$ cat src/rtl/bme280_temp_comp_pkg.sv
// Shared constants for the BME280 integer compensation stages: FSM encodings,
// datasheet shift amounts, rounding constant and shared multiplier geometry.
package bme280_temp_comp_pkg;

   typedef enum logic [2:0] {
      ST_IDLE = 3'd0,
      ST_M1   = 3'd1,
      ST_M2   = 3'd2,
      ST_M3   = 3'd3,
      ST_FIN  = 3'd4
   } state_t;

   localparam int SH_ADC_T1 = 3;
   localparam int SH_ADC_T2 = 4;
   localparam int SH_VAR1   = 11;
   localparam int SH_SQ     = 12;
   localparam int SH_VAR2   = 14;
   localparam int SH_TEMP   = 8;
   localparam int RND_TEMP  = 128;

   localparam int MUL_AW = 34;
   localparam int MUL_BW = 17;
   localparam int MUL_PW = MUL_AW + MUL_BW;

endpackage

$ cat src/rtl/bme280_mul.sv
// Combinational signed multiplier shared by the compensation stages; zero latency,
// full-precision product so callers choose their own shift and truncation.
module bme280_mul
   import bme280_temp_comp_pkg::*;
#(
   parameter int AW = MUL_AW,
   parameter int BW = MUL_BW
) (
   input  logic signed [AW-1:0]    i_a,
   input  logic signed [BW-1:0]    i_b,
   output logic signed [AW+BW-1:0] o_p
);

   assign o_p = i_a * i_b;

endmodule

$ cat src/rtl/bme280_temp_comp.sv
// BME280 temperature compensation (datasheet int32 formula) on one shared multiplier.
// Result 4 cycles after an accepted Start; Start is dropped while Busy, no queueing.
module bme280_temp_comp
   import bme280_temp_comp_pkg::*;
#(
   parameter int TW = 20,
   parameter int OW = 32
) (
   input  logic          Clk,
   input  logic          Rst_n,
   input  logic          Start,
   input  logic [TW-1:0] TempBin,
   input  logic [15:0]   DigT1,
   input  logic [15:0]   DigT2,
   input  logic [15:0]   DigT3,
   output logic          Busy,
   output logic          Done,
   output logic [OW-1:0] Temp,
   output logic [OW-1:0] TFine
);

   state_t r_state;
   state_t w_state_nxt;

   logic [TW-1:0]        r_adc;
   logic [15:0]          r_t1;
   logic signed [15:0]   r_t2;
   logic signed [15:0]   r_t3;
   logic signed [OW-1:0] r_var1;
   logic signed [OW-1:0] r_sq;
   logic signed [OW-1:0] r_var2;
   logic signed [OW-1:0] r_tfine;
   logic signed [OW-1:0] r_temp;
   logic                 r_done;

   logic [OW-1:0]            w_adc_ext;
   logic [OW-1:0]            w_t1_ext;
   logic signed [OW-1:0]     w_diff1;
   logic signed [OW-1:0]     w_diff2;
   logic signed [MUL_AW-1:0] w_mul_a;
   logic signed [MUL_BW-1:0] w_mul_b;
   logic signed [MUL_PW-1:0] w_mul_p;
   logic signed [OW-1:0]     w_tfine_nxt;
   logic signed [OW+2:0]     w_tfine_x;
   logic signed [OW+2:0]     w_temp_acc;

   assign w_adc_ext = {{(OW-TW){1'b0}}, r_adc};
   assign w_t1_ext  = {{(OW-16){1'b0}}, r_t1};
   assign w_diff1   = signed'((w_adc_ext >> SH_ADC_T1) - (w_t1_ext << 1));
   assign w_diff2   = signed'((w_adc_ext >> SH_ADC_T2) - w_t1_ext);

   // w_diff2 always lies within +/-65535, so its low 17 bits are the exact signed value.
   always_comb begin
      w_mul_a = '0;
      w_mul_b = '0;
      case (r_state)
         ST_M1: begin
            w_mul_a = {{(MUL_AW-OW){w_diff1[OW-1]}}, w_diff1};
            w_mul_b = {r_t2[15], r_t2};
         end
         ST_M2: begin
            w_mul_a = {{(MUL_AW-OW){w_diff2[OW-1]}}, w_diff2};
            w_mul_b = w_diff2[MUL_BW-1:0];
         end
         ST_M3: begin
            w_mul_a = {{(MUL_AW-OW){r_sq[OW-1]}}, r_sq};
            w_mul_b = {r_t3[15], r_t3};
         end
         default: ;
      endcase
   end

   bme280_mul #(
      .AW (MUL_AW),
      .BW (MUL_BW)
   ) u_mul (
      .i_a (w_mul_a),
      .i_b (w_mul_b),
      .o_p (w_mul_p)
   );

   assign w_tfine_nxt = r_var1 + r_var2;
   assign w_tfine_x   = {{3{w_tfine_nxt[OW-1]}}, w_tfine_nxt};
   assign w_temp_acc  = (w_tfine_x <<< 2) + w_tfine_x + (OW+3)'(RND_TEMP);

   always_ff @(posedge Clk) begin
      if (!Rst_n) begin
         r_state <= ST_IDLE;
      end else begin
         r_state <= w_state_nxt;
      end
   end

   always_comb begin
      w_state_nxt = r_state;
      case (r_state)
         ST_IDLE: if (Start) w_state_nxt = ST_M1;
         ST_M1:   w_state_nxt = ST_M2;
         ST_M2:   w_state_nxt = ST_M3;
         ST_M3:   w_state_nxt = ST_FIN;
         ST_FIN:  w_state_nxt = ST_IDLE;
         default: w_state_nxt = ST_IDLE;
      endcase
   end

   always_ff @(posedge Clk) begin
      if (!Rst_n) begin
         r_adc   <= '0;
         r_t1    <= '0;
         r_t2    <= '0;
         r_t3    <= '0;
         r_var1  <= '0;
         r_sq    <= '0;
         r_var2  <= '0;
         r_tfine <= '0;
         r_temp  <= '0;
         r_done  <= 1'b0;
      end else begin
         r_done <= 1'b0;
         case (r_state)
            ST_IDLE: begin
               if (Start) begin
                  r_adc <= TempBin;
                  r_t1  <= DigT1;
                  r_t2  <= DigT2;
                  r_t3  <= DigT3;
               end
            end
            ST_M1:  r_var1 <= OW'(w_mul_p >>> SH_VAR1);
            ST_M2:  r_sq   <= OW'(w_mul_p >>> SH_SQ);
            ST_M3:  r_var2 <= OW'(w_mul_p >>> SH_VAR2);
            ST_FIN: begin
               r_tfine <= w_tfine_nxt;
               r_temp  <= OW'(w_temp_acc >>> SH_TEMP);
               r_done  <= 1'b1;
            end
            default: ;
         endcase
      end
   end

   assign Busy  = (r_state != ST_IDLE);
   assign Done  = r_done;
   assign Temp  = r_temp;
   assign TFine = r_tfine;

endmodule

$ cat config.mk
export PLATFORM = sky130hd
export DESIGN_NAME = bme280_temp_comp
export DESIGN_NICKNAME = d
export VERILOG_FILES = /design/src/rtl/bme280_temp_comp_pkg.sv /design/src/rtl/bme280_mul.sv /design/src/rtl/bme280_temp_comp.sv
export SDC_FILE = /design/constraint.sdc
export NUM_CORES = 2
export LEC_CHECK = 0
export ABC_CLOCK_PERIOD_IN_PS = 21900
export CAP_MARGIN = 0
export CORE_ASPECT_RATIO = 1.5
export CORE_MARGIN = 1.5
export CORE_UTILIZATION = 35
export DETAILED_ROUTE_END_ITERATION = 7
export SLEW_MARGIN = 20
export SYNTH_ARGS = -nofsm -noshare
export SYNTH_HDL_FRONTEND = slang
export SYNTH_HIERARCHICAL = 1
export SYNTH_SLANG_ARGS = --single-unit
export TNS_END_PERCENT = 30
$ cat constraint.sdc
create_clock -name Clk -period 21.9 [get_ports Clk]
set_input_delay 6.57 -clock Clk [delete_from_list [all_inputs] [get_ports Clk]]
set_output_delay 6.57 -clock Clk [all_outputs]
set_load 0.03 [all_outputs]
==> results.yml <==
critical_path:
  path_buf_inv: 5
  ff2ff_path_depth: 34
  crit_fanout: 17
  cpMaxStageDelayCell: "a21o_1"
  endpoint_kind: "flop"
  cp-start-kind: "flop"
  cp.arrival_ns: 10.74
  cp_top_family: "adder cells"
  r2r-end: "r_var1[30]$_SDFFE_PN0P_"
  cp_slowest_stage_delay_ns: 0.70
  critPathRequiredTime_ns: 22.36
  reg2reg_from: "r_adc[4]$_SDFFE_PN0P_"
  crit_type: "flop to flop"
  r2r_slack_ns: 11.62
  cp_common_cell: "fa_1"
hold_path:
  whs_endpoint: "Temp[5]$_SDFFE_PN0P_"
  worstHoldStart: "Temp[5]$_SDFFE_PN0P_"
  hold_path_class: "flop to flop"
  hold_depth: 2
timing:
  fmax_mhz: 97.3
  finalMaxSlewViolations: 0
  max-slew-margin-rel: 0.293
  setup-tns-final_ns: 0
  rsz0062_at_grt: "no"
  worst_pin_slew_ns: 1.06
  setup_viol: 0
  fin_worst_skew_ns: 0.0159
  final-hold-violation-count: 0
  hold-worst-slack_ns: 0.450
  period_share: 0.469
  min_period_ns: 10.28
floorplanning:
  die_w_um: 246
  io_pins: 137
  core-area_um2: 87700
  row_count: 133
  initial_core_util: 0.353
  die_area_um2: 90300
  die-height_um: 367
placement:
  place_area_um2: 33300
  gp_congestion: 0.880
  dp.cells: 4844
  portBuffers: 133
  dp.final_hpwl_um: 63300
power:
  clkPwrFrac: 0.178
  p_int_w: 0.00113
  irDropWorstVdd_mv: 0.0818
  leakage_nw: 16.4
  sw_frac_of_total: 0.485
  pwr-share-seq: 0.213
  power.net_switching_w: 0.00106
  power_density_nw_per_um2: 64.2
  p_comb_frac: 0.610
clock_tree:
  clock_latency_ns: 0.53
  post_cts_resized: 0
  cts_tree: "done"
  cts_root_buffer: "clkbuf_16"
  post-cts-setup-buffer-count: 0
  clkSinkCount: 224
  cts_buffers: 20
  hold_buffers: 0
  htreeDepth: 1
  path_clk_slew_ns: 0.07
  clockBufferDepth: 3
route:
  post_drt_wl_per_cell_um: 17.1
  drt_iter0_drc: 1064
  drcViolationCount: 0
  first_pass_iters: 5
  vias: 24599
  drt-total-wl_um: 83200
  via_per_inst: 5.04
  antenna_left: 0
global_route:
  use_met2: 0.355
  grt.overflow.total: 0
  antenna_found_initial: 0
  use_met1: 0.223
  grt_pass1_vias: 26134
  grt_max_degree: 84
  top_usage_layer: "met2"
  use_met3: 0.00775
  grt_first_pass_wirelength_um: 137000
  grt_use_total: 0.188
synthesis:
  ys_warn_count: 6
  synth_area_um2: 31000
  postSynthAreaPerCell_um2: 8.31
  synthCells: 3725
  synth_nets: 4535
layout:
  num_antenna_cells: 0
  fin_util: 0.388
  drive_above_1_share: 0.0311
  num-fill-cells: 9047
  syn_to_final_growth_pct: 9.77
  final_cell_area_um2: 34000
  nNetsFinal: 4529
  multi_input_area_um2: 23600
  seq_area_um2: 4480
  layout.cells.non_filler: 4879
flow_run:
  maxCapViolCount: 0
status:
  outcome: "finished, final reports clean"
[area by class of cell]
type / count / share of cell area
Multi-Input combinational cell: 2736 / 0.695
Tap cell: 1147 / 0.0422
Inverter: 565 / 0.0625
Clock buffer: 27 / 0.0167
Clock inverter: 8 / 0.00372
Timing Repair Buffer: 172 / 0.0478
Sequential cell: 224 / 0.132
[sequential cells by signal, summed over array words and instances (netlist names)]
signal and flops:
Done 1, TFine 32, Temp 27, r_adc 17, r_sq 32, r_state 3, r_t1 16, r_t2 16
r_t3 16, r_var1 32, r_var2 32
[tightest hold or removal path, stage by stage, from the launching register on]
cell,delay (ns)
dfxtp_1,0.31
nand2_1,0.05
a21oi_1,0.05
[placed cells by master (no fill, tap or decap), drive strengths merged, types with 5 or more instances in the layout]
cell type,n
xor2,28
a21boi,7
o21ai,71
and3,12
nand2b,9
fa,520
inv,566
nor2,111
nor3,19
mux2,7
a211oi,8
clkdlybuf4s50,133
a21o,69
and4,5
nor2b,12
buf,39
xnor2,63
nand4,15
nand3,49
nand2,780
dfxtp,224
o21bai,12
o31ai,6
mux2i,6
o21a,9
a22oi,7
ha,219
or2,6
o211ai,12
a31oi,12
a221o,12
a21oi,313
and2,260
or3,10
clkbuf,27
[metal layers]
layer  wire length, um  vias to the layer above
met4              3100                        0
li1                  -                    11592
met1             33700                    12323
met3              2630                      155
met5                 0                        -
met2             43800                      529
[power by group through the flow]
stage	clock, W	sequential, W	combinational (W)
after global placement	0	0.000473	0.00131
final	0.000388	0.000464	0.00133
after CTS	0.000399	0.000464	0.00134
after global routing	0.000411	0.000468	0.00149
after detailed placement	0	0.000474	0.00132
after floorplan	0	0.000466	0.000951
[stage by stage]
stage	power, W	worst slack (ns)
2_1_floorplan	0.00142	13.38
3_3_place_gp	0.00179	11.72
3_5_place_dp	0.00180	11.65
4_1_cts	0.00220	11.55
5_1_grt	0.00237	11.04
6_report	0.00218	11.62
[worst max-delay path by stage]
stage | start | endpoint | slack [ns] | cells past startpoint
2_1_floorplan | r_adc[4]$_SDFFE_PN0P_ | r_var1[23]$_SDFFE_PN0P_ | 13.38 | 35
6_report | r_adc[4]$_SDFFE_PN0P_ | r_var1[30]$_SDFFE_PN0P_ | 11.62 | 34
4_1_cts | r_adc[4]$_SDFFE_PN0P_ | r_var1[31]$_SDFFE_PN0P_ | 11.55 | 34
5_1_grt | r_adc[4]$_SDFFE_PN0P_ | r_var1[31]$_SDFFE_PN0P_ | 11.04 | 34
3_3_place_gp | r_adc[4]$_SDFFE_PN0P_ | r_var1[31]$_SDFFE_PN0P_ | 11.72 | 34
3_5_place_dp | r_adc[4]$_SDFFE_PN0P_ | r_var1[31]$_SDFFE_PN0P_ | 11.65 | 34
(Power assumes the default switching activity.)
